`config.mk`:
```
export PLATFORM = sky130hd
export DESIGN_NAME = cordic_phase_sweep_gen_flat
export DESIGN_NICKNAME = d
export VERILOG_FILES = /design/src/rtl/cordic_phase_sweep_gen_if.sv /design/src/rtl/cordic_phase_sweep_gen.sv /design/src/flat_wrapper.sv
export SDC_FILE = /design/constraint.sdc
export NUM_CORES = 1
export LEC_CHECK = 0
export ABC_AREA = 1
export CAP_MARGIN = 20
export CORE_ASPECT_RATIO = 1.75
export CORE_UTILIZATION = 61
export CTS_BUF_LIST = sky130_fd_sc_hd__clkbuf_4
export DETAILED_ROUTE_END_ITERATION = 12
export PLACE_DENSITY = 0.84
export SYNTH_ARGS = -nofsm -noshare
export SYNTH_HDL_FRONTEND = slang
export SYNTH_SLANG_ARGS = --single-unit
```
`constraint.sdc`:
```
create_clock -name CLK_50M -period 5.9 [get_ports CLK_50M]
set_input_delay 1.475 -clock CLK_50M [delete_from_list [all_inputs] [get_ports CLK_50M]]
set_output_delay 1.475 -clock CLK_50M [all_outputs]
set_load 0.05 [all_outputs]
```
`src/rtl/cordic_phase_sweep_gen_if.sv`:
```
// Phase stream between the sweep generator (master) and the CORDIC core (slave).
// Carries the quadrant-coded phase, the raw count behind it and the valid/ready pair.
interface cordic_phase_sweep_gen_if #(
    parameter int ANG_W = 16
);
    logic               Phase_Valid;
    logic               Phase_Ready;
    logic [ANG_W+1:0]   Phase;
    logic [ANG_W+1:0]   Cnt;

    modport master (
        output Phase_Valid,
        output Phase,
        output Cnt,
        input  Phase_Ready
    );

    modport slave (
        input  Phase_Valid,
        input  Phase,
        input  Cnt,
        output Phase_Ready
    );
endinterface

```
`src/rtl/cordic_phase_sweep_gen.sv`:
```
// Programmable phase sweep for the CORDIC core: continuous, single-shot and ping-pong.
// Optional revolution counter output Rev_Cnt is built when SWEEP_CNT_EN is defined.
//
// state  | meaning
// S_IDLE | waiting for Start, Phase_Valid low
// S_RUN  | presenting phases, count advances on each handshake
// S_DONE | single revolution finished, Done high for this one cycle
module cordic_phase_sweep_gen #(
    parameter int ANG_W     = 16,
    parameter int QUAD_UNIT = 90,
    parameter int STEP_W    = 16
) (
    input  logic                    CLK_50M,
    input  logic                    RST,
    input  logic                    Start,
    input  logic                    Stop,
    input  logic [1:0]              Mode,
    input  logic [STEP_W-1:0]       Step,
    cordic_phase_sweep_gen_if.master ph,
    output logic                    Busy,
    output logic                    Done
`ifdef SWEEP_CNT_EN
    ,
    output logic [15:0]             Rev_Cnt
`endif
);

    localparam int CW   = ANG_W + 2;
    localparam int SW   = ANG_W + 3;
    localparam int FULL = 4 * QUAD_UNIT;

    localparam logic [SW-1:0] FULL_S = SW'(FULL);
    localparam logic [SW-1:0] LAST_S = SW'(FULL - 1);
    localparam logic [SW-1:0] Q1_S   = SW'(QUAD_UNIT);
    localparam logic [SW-1:0] Q2_S   = SW'(2 * QUAD_UNIT);
    localparam logic [SW-1:0] Q3_S   = SW'(3 * QUAD_UNIT);

    typedef enum logic [1:0] {
        S_IDLE = 2'd0,
        S_RUN  = 2'd1,
        S_DONE = 2'd2
    } state_t;

    state_t          state_q, state_d;
    logic            valid_q, valid_d;
    logic            dir_q, dir_d;
    logic [1:0]      mode_q, mode_d;
    logic [SW-1:0]   step_q, step_d;
    logic [CW-1:0]   cnt_q, cnt_d;
    logic [CW-1:0]   phase_q, phase_d;

    logic [SW-1:0]   step_in;
    logic [SW-1:0]   cnt_ext;
    logic [SW-1:0]   sum;
    logic [SW-1:0]   cnt_nx;
    logic            start_ev;
    logic            wrap_ev;
    logic            done_ev;

    // Angle runs 0..QUAD_UNIT inclusive, so a quadrant boundary count stays in the lower quadrant.
    function automatic logic [CW-1:0] quad_map(input logic [SW-1:0] c);
        if (c <= Q1_S)
            return {2'd0, ANG_W'(c)};
        else if (c <= Q2_S)
            return {2'd1, ANG_W'(c - Q1_S)};
        else if (c <= Q3_S)
            return {2'd2, ANG_W'(c - Q2_S)};
        else
            return {2'd3, ANG_W'(c - Q3_S)};
    endfunction

    always_comb begin
        if (Step == '0)
            step_in = SW'(1);
        else if (32'(Step) >= 32'(FULL))
            step_in = LAST_S;
        else
            step_in = SW'(Step);
    end

    assign cnt_ext = SW'(cnt_q);
    assign sum     = cnt_ext + step_q;

    always_comb begin
        state_d  = state_q;
        valid_d  = valid_q;
        dir_d    = dir_q;
        mode_d   = mode_q;
        step_d   = step_q;
        cnt_nx   = cnt_ext;
        start_ev = 1'b0;
        wrap_ev  = 1'b0;
        done_ev  = 1'b0;

        case (state_q)
            S_IDLE: begin
                if (Start && !Stop) begin
                    state_d  = S_RUN;
                    valid_d  = 1'b1;
                    dir_d    = 1'b0;
                    mode_d   = Mode;
                    step_d   = step_in;
                    cnt_nx   = '0;
                    start_ev = 1'b1;
                end
            end
            S_RUN: begin
                if (Stop) begin
                    state_d = S_IDLE;
                    valid_d = 1'b0;
                end else if (valid_q && ph.Phase_Ready) begin
                    case (mode_q)
                        2'd1: begin
                            // The wrapped value is never emitted; the last phase stays on the bus.
                            if (sum >= FULL_S) begin
                                state_d = S_DONE;
                                valid_d = 1'b0;
                                done_ev = 1'b1;
                            end else begin
                                cnt_nx = sum;
                            end
                        end
                        2'd2: begin
                            if (!dir_q) begin
                                if (sum >= LAST_S) begin
                                    cnt_nx = LAST_S;
                                    dir_d  = 1'b1;
                                end else begin
                                    cnt_nx = sum;
                                end
                            end else begin
                                if (cnt_ext <= step_q) begin
                                    cnt_nx  = '0;
                                    dir_d   = 1'b0;
                                    wrap_ev = 1'b1;
                                end else begin
                                    cnt_nx = cnt_ext - step_q;
                                end
                            end
                        end
                        default: begin
                            if (sum >= FULL_S) begin
                                cnt_nx  = sum - FULL_S;
                                wrap_ev = 1'b1;
                            end else begin
                                cnt_nx = sum;
                            end
                        end
                    endcase
                end
            end
            S_DONE: begin
                state_d = S_IDLE;
            end
            default: begin
                state_d = S_IDLE;
                valid_d = 1'b0;
            end
        endcase

        cnt_d   = CW'(cnt_nx);
        phase_d = quad_map(cnt_nx);
    end

    always_ff @(posedge CLK_50M or posedge RST) begin
        if (RST) begin
            state_q <= S_IDLE;
            valid_q <= 1'b0;
            dir_q   <= 1'b0;
            mode_q  <= '0;
            step_q  <= '0;
            cnt_q   <= '0;
            phase_q <= '0;
        end else begin
            state_q <= state_d;
            valid_q <= valid_d;
            dir_q   <= dir_d;
            mode_q  <= mode_d;
            step_q  <= step_d;
            cnt_q   <= cnt_d;
            phase_q <= phase_d;
        end
    end

    assign ph.Phase_Valid = valid_q;
    assign ph.Phase       = phase_q;
    assign ph.Cnt         = cnt_q;
    assign Busy           = (state_q == S_RUN);
    assign Done           = (state_q == S_DONE);

`ifdef SWEEP_CNT_EN
    logic [15:0] rev_q, rev_d;

    always_comb begin
        rev_d = rev_q;
        if (start_ev)
            rev_d = '0;
        else if (done_ev)
            rev_d = 16'd1;
        else if (wrap_ev)
            rev_d = rev_q + 16'd1;
    end

    always_ff @(posedge CLK_50M or posedge RST) begin
        if (RST)
            rev_q <= '0;
        else
            rev_q <= rev_d;
    end

    assign Rev_Cnt = rev_q;
`else
    logic unused_rev_ev;
    assign unused_rev_ev = start_ev ^ wrap_ev ^ done_ev;
`endif

endmodule
```
`src/flat_wrapper.sv`:
```
// flat-port wrapper written by rule: the top's interface ports become plain ports
module cordic_phase_sweep_gen_flat 
#(
    parameter int ANG_W     = 16,
    parameter int QUAD_UNIT = 90,
    parameter int STEP_W    = 16
)
  (CLK_50M, RST, Start, Stop, Mode, Step, Busy, Done, ph_Phase_Valid, ph_Phase, ph_Cnt, ph_Phase_Ready);
  cordic_phase_sweep_gen_if #(.ANG_W(ANG_W)) ph_i ();
  input  logic CLK_50M;
  input  logic RST;
  input  logic Start;
  input  logic Stop;
  input  logic [1:0] Mode;
  input  logic [STEP_W-1:0] Step;
  output logic Busy;
  output logic Done;
  output wire logic [$bits(ph_i.Phase_Valid)-1:0] ph_Phase_Valid;
  output wire logic [$bits(ph_i.Phase)-1:0] ph_Phase;
  output wire logic [$bits(ph_i.Cnt)-1:0] ph_Cnt;
  input wire logic [$bits(ph_i.Phase_Ready)-1:0] ph_Phase_Ready;
  assign ph_Phase_Valid = ph_i.Phase_Valid;
  assign ph_Phase = ph_i.Phase;
  assign ph_Cnt = ph_i.Cnt;
  assign ph_i.Phase_Ready = ph_Phase_Ready;
  cordic_phase_sweep_gen #(.ANG_W(ANG_W), .QUAD_UNIT(QUAD_UNIT), .STEP_W(STEP_W)) u_core (.CLK_50M(CLK_50M), .RST(RST), .Start(Start), .Stop(Stop), .Mode(Mode), .Step(Step), .ph(ph_i), .Busy(Busy), .Done(Done));
endmodule
```
==> results of run 1 <==
-- cell families after synthesis --
| family | after synthesis |
|---|---|
| buffers and inverters | 185 |
| DFF | 57 |
| and+or+nand+nor | 682 |
| xor gates and xnor gates | 31 |
| adders and majority gates | 45 |
| AOI/OAI and AO/OA | 155 |
-- worst register-to-register path, delay by kind of cell, from the launching register on --
kind	cells	cell delay, ns
xor gates and xnor gates	1	0.38
and+or+nand+nor	22	2.38
DFF	1	0.45
AOI/OAI and AO/OA	2	0.45
adders and majority gates	4	1.19
buffers and inverters	4	0.44
-- metal layers --
metal | track usage, % | wire length [µm] | vias to the layer above
met1 | 44.6 | 8740 | 3804
met2 | 79.5 | 13600 | 473
met4 | 42.5 | 2890 | 0
met5 | 0 | 0 | -
li1 | - | - | 3803
met3 | 10.9 | 2170 | 189
-- final timing paths --
kind | from | endpoint | cells past startpoint | slack (ns)
worst max-delay path | u_core.ph.Cnt[0]$_DFF_PP0_ | u_core.ph.Phase[1]$_DFF_PP0_ | 33 | 0.49
worst min-delay path | u_core.step_q[11]$_DFFE_PP0P_ | u_core.step_q[11]$_DFFE_PP0P_ | 2 | 0.54
worst max register to register | u_core.ph.Cnt[0]$_DFF_PP0_ | u_core.ph.Phase[1]$_DFF_PP0_ | 33 | 0.49
worst min register to register | u_core.step_q[11]$_DFFE_PP0P_ | u_core.step_q[11]$_DFFE_PP0P_ | 2 | 0.54
max in group asynchronous | RST | u_core.ph.Phase[15]$_DFF_PP0_ | 3 | 3.79
min in group asynchronous | RST | u_core.ph.Phase_Valid$_DFFE_PP0P_ | 3 | 1.57
-- per-stage QoR --
stage               std cells  setup WS, ns  utilization, %  area [µm²]
floorplan                1155          1.19               -        7140
global placement         1330         0.842            69.5        7800
detailed placement       1330         0.688            69.5        7800
CTS                      1346         0.643            70.6        7930
global route             1347         0.103            70.7        7940
finish                   1347         0.490            70.7        7940
-- layout make-up --
cell class                 count  area share, %
inverter                     157           7.52
clock inverter                 7          0.773
multi-input combinational    913           62.1
tap                          132           2.08
clock buffer                   9          0.851
antenna                        1         0.0315
timing repair buffer          71           8.64
sequential                    57           18.0
-- sequential cells by signal (all words and copies together), names as in the netlist --
signal	count
u_core.ph.Cnt	18
u_core.ph.Phase	17
u_core.step_q	16
u_core.mode_q	2
u_core.state_q	2
u_core.dir_q	1
u_core.ph.Phase_Valid	1
-- layout by cell type (no fill, tap or decap), types with 3 or more instances in the layout --
master	instances
a21oi_1	63
nand2_1	349
nor4_1	5
dfrtp_1	57
a21oi_2	7
o21ai_0	47
nand3b_1	3
clkdlybuf4s50_1	61
nand3_1	101
inv_2	18
or2_2	5
clkinv_1	7
nor2_1	110
xor2_1	27
ha_1	43
nand4_1	23
nor2_2	17
nor3_1	8
buf_4	10
nor2_4	7
clkinv_2	3
a31oi_1	4
nand2_2	29
o21ai_1	8
a21oi_4	4
clkbuf_4	9
o211ai_1	7
nand2_4	9
nand3_2	9
inv_1	131
==> results.toml, run 1 <==
[synthesis]
commonest_cells_in_the_netlist = "nand2_1 (349), inv_1 (132), nor2_1 (110), nand3_1 (101), a21oi_1 (63)"
synth-adder-area-share_pct = 8.10
synth_mux_area_share_pct = 0
netlist.area_leader.share_pct = 20.0
dominant_combinational_cell_family_by_area_after_synthesis = "simple AND/OR/NAND/NOR gates"
synth_compound_area_share_pct = 12.9
postSynthAreaPerCell_um2 = 6.18
synthCells = 1155
synth_top_cells_by_area = "dfrtp_1 (20%), nand2_1 (18%), ha_1 (7.5%)"
ys_warn_count = 0
asr_flop_ratio_synth_pct = 100
synth_seq_area_share_pct = 20.0
synth.cell_area_um2 = 7140
yosys_register_bits = 57
yosysMostFrequentCell = "nand2_1"
yosys.area_share.simple_pct = 43.7
post-synth-top-area-cell = "dfrtp_1"
postSynth.topFlopCell = "dfrtp_1"
synth_xor_xnor_area_share_pct = 4.33
synth_nets = 1223
synth_edf_count = 0
post_synthesis_cell_type_count = 54

[die]
std_cell_rows = 51
floorplan.initialDensity_pct = 63.5
die-area_um2 = 12200
chipWidth_um = 83.8
area_of_the_placeable_core_um2 = 11200
design.portCount = 62
die_h_um = 145

[timing]
final_period_minus_worst_setup_slack_ns = 5.41
max_slew_margin_pct = 46.5
finalHoldViolations = 0
clock.fmax_mhz = 185
grt_setup_unrepaired = "no"
period_share_pct = 91.7
finalSetupViolCount = 0
timing_worst_slew_pin_value_ns = 0.803
setup_total_negative_slack_ns = 0
final-max-slew-violation-count = 0
clock_skew_ns = 0.0126
fin_hold_ws_ns = 0.537

[place]
final_wtd_congestion = 1.12
post-dp-hpwl_mm = 21.7
placement.io_buffers = 61

[clock_tree]
clk_latency_ns = 0.43
cts_root_buffer = "clkbuf_4"
cts_setup_buffers = 0
cts_inserted_buffers = 9
clock_transition_at_the_registers_of_the_reported_paths_ns = 0.10
tritoncts = "yes"
clock_path_buffers = 2
htree_levels = 3
post_cts_resized = 0
cts_hold_buffers = 0
cts_num_sinks = 57

[worst_setup_path]
crit_type = "reg -> reg"
cp-end-kind = "flop"
largest_stage_delay_worst_path_ns = 0.45
slowest_stage = "dfrtp_1"
cp_top_family = "simple AND/OR/NAND/NOR gates"
timing.critical_path.arrival_ns = 5.72
critical_path_required_ns = 6.21
critical-path-top-cell-by-count = "nand2_1"
start_kind = "flop"
timing.critical_path.buf_inv = 4
cp_max_fo = 13

[route]
drt-vias-per-instance = 6.14
vias = 8269
detail_route.first_pass.iterations = 6
wire_per_inst_um = 20.3
detail_route.iter0.violations = 988
drc_errors = 0
drtAntennaViolNets = 0
detail_route.wirelength_mm = 27.4

[final_layout]
area.growth.synth_to_final_pct = 11.2
fillers = 1052
area_occupied_by_multi_input_gates_um2 = 4930
nNetsFinal = 1277
final-seq-area_um2 = 1430
drive_above_1_share_pct = 11.6

[flow_run]
max_cap_violations = 0

[global_route]
grt_start_max_net_pins = 58
via_count_of_the_first_global_routing_pass = 8317
grt_usage_pct = 46.2
grt_pass1_wl_mm = 42.9
grt_antenna_before_repair = 1
grt-ovfl-total = 0

[worst_hold_path]
hold_path_class = "reg -> reg"

[run_status]
result_of_the_run = "finished, final reports clean"
Power of run 1 is not shown: default switching activity piles up to over one toggle a cycle in this logic, so the estimate is an artifact.
==> inputs of run 2 (changes only) <==
Settings changed: CAP_MARGIN 20 to unset, CORE_MARGIN set to 4.
Clock period 5.9 ns to 5.25 ns, I/O delays scaled along.
==> run 2 against run 1 <==
  * Non-clock buffer count up 28
  * Register-to-register slack got worse by 0.21 ns
  * Fmax increased by 8.9%
  * Critical path type unchanged
==> results.toml, run 2 (same netlist as run 1, synthesis figures left out) <==
[run_status]
result_of_the_run = "finished, final reports clean"

[final_layout]
final-seq-area_um2 = 1430
area_occupied_by_multi_input_gates_um2 = 4970
drive_above_1_share_pct = 14.5
layout.cells.most_common = "nand2_1"
nNetsFinal = 1305
largest_register_ffs = 18
area.growth.synth_to_final_pct = 14.5
final_cell_mix = "nand2_1 (348), inv_1 (130), nor2_1 (108)"
fillers = 1071
stdcell_count = 1378

[clock_tree]
cts_inserted_buffers = 9
cts_num_sinks = 57
clock_transition_at_the_registers_of_the_reported_paths_ns = 0.09
htree_levels = 3
clock_path_buffers = 2
tritoncts = "yes"
clk_latency_ns = 0.42
cts_root_buffer = "clkbuf_4"

[place]
dp_worst_slack_ns = 0.0390
final_wtd_congestion = 1.06
placed_cells_incl_taps = 1359
post-dp-hpwl_mm = 22.0
placement.io_buffers = 61

[route]
drc_errors = 0
vias = 8104
drt-vias-per-instance = 5.88
detail_route.wirelength_mm = 26.9
detail_route.iter0.violations = 659
detail_route.first_pass.iterations = 8
wire_per_inst_um = 19.5
drtAntennaViolNets = 0

[die]
die_h_um = 151
floorplan.initialDensity_pct = 62.0
die-area_um2 = 13600
std_cell_rows = 52
area_of_the_placeable_core_um2 = 11500
chipWidth_um = 89.8
design.portCount = 62

[worst_setup_path]
slowest_stage = "dfrtp_1"
critical_path_required_ns = 5.58
cp-end-kind = "flop"
cp_top_family = "simple AND/OR/NAND/NOR gates"
crit_type = "reg -> reg"
start_kind = "flop"
timing.critical_path.arrival_ns = 5.29
timing.critical_path.buf_inv = 5
cp_max_fo = 8
largest_stage_delay_worst_path_ns = 0.49

[timing]
timing_worst_slew_pin_value_ns = 0.708
finalSetupViolCount = 0
final-max-slew-violation-count = 0
clock.fmax_mhz = 201
clock_skew_ns = 0.00780
period_share_pct = 94.6
finalHoldViolations = 0
max_slew_margin_pct = 52.8
setup_total_negative_slack_ns = 0
finalWorstSetupSlack_ns = 0.284
final_period_minus_worst_setup_slack_ns = 4.97

[global_route]
via_count_of_the_first_global_routing_pass = 7997
grt_usage_pct = 39.8
grt_pass1_wl_mm = 41.4
grt_start_max_net_pins = 53
grt_antenna_before_repair = 1
grt-ovfl-total = 0

[worst_hold_path]
hold_path_class = "reg -> reg"

[flow_run]
max_cap_violations = 0
==> run 2: area by class of cell <==
class	count	share of cell area, %
Antenna cell	1	0.0306
Timing Repair Buffer	99	11.0
Clock inverter	5	0.276
Multi-Input combinational cell	913	60.9
Tap cell	135	2.07
Inverter	157	7.31
Sequential cell	57	17.5
Clock buffer	11	1.01
==> run 2: path summary, 6_finish.rpt <==
| kind | from | endpoint | slack, ns | cells after the start |
|---|---|---|---|---|
| max reg2reg | u_core.ph.Cnt[2]$_DFF_PP0_ | u_core.ph.Phase[3]$_DFF_PP0_ | 0.28 | 30 |
| min in group asynchronous | RST | u_core.step_q[8]$_DFFE_PP0P_ | 1.10 | 2 |
| max in group asynchronous | RST | u_core.ph.Cnt[1]$_DFF_PP0_ | 3.19 | 3 |
| min reg2reg | u_core.step_q[14]$_DFFE_PP0P_ | u_core.step_q[14]$_DFFE_PP0P_ | 0.54 | 2 |
| max | u_core.ph.Cnt[2]$_DFF_PP0_ | u_core.ph.Phase[3]$_DFF_PP0_ | 0.28 | 30 |
| min | u_core.step_q[14]$_DFFE_PP0P_ | u_core.step_q[14]$_DFFE_PP0P_ | 0.54 | 2 |
==> run 2: stage by stage <==
stage / cell area, µm² / util (%) / hold WS, ns
CTS: 8120 / 70.5 / 0.546
detailed placement: 8000 / 69.5 / 0.529
global route: 8170 / 70.9 / 0.573
finish: 8170 / 70.9 / 0.545
floorplan: 7140 / - / 0.478
global placement: 8000 / 69.5 / 0.508
==> run 2: per-layer routing <==
layer / global-route usage, % / share of wire [%]
met3: 6.26 / 6.0
met5: 0 / 0
met4: 39.8 / 11
met1: 37.7 / 33
met2: 71.9 / 50
==> run 2: tightest hold or removal path, cell delays in order, from the launching register on <==
cell and delay (ns):
dfrtp_1 0.39, inv_1 0.08, nor2_1 0.05
==> run 2: what timing repair did <==
item / 4_1_cts / 5_1_grt
gates resized for setup: 1 / 11
pin swaps: 0 / 2
setup endpoints to repair: 1 / 14
hold endpoints to repair: 0 / 0
hold buffers: 0 / 0
setup buffers: 0 / 2
Power of run 2 is left out for the same reason.
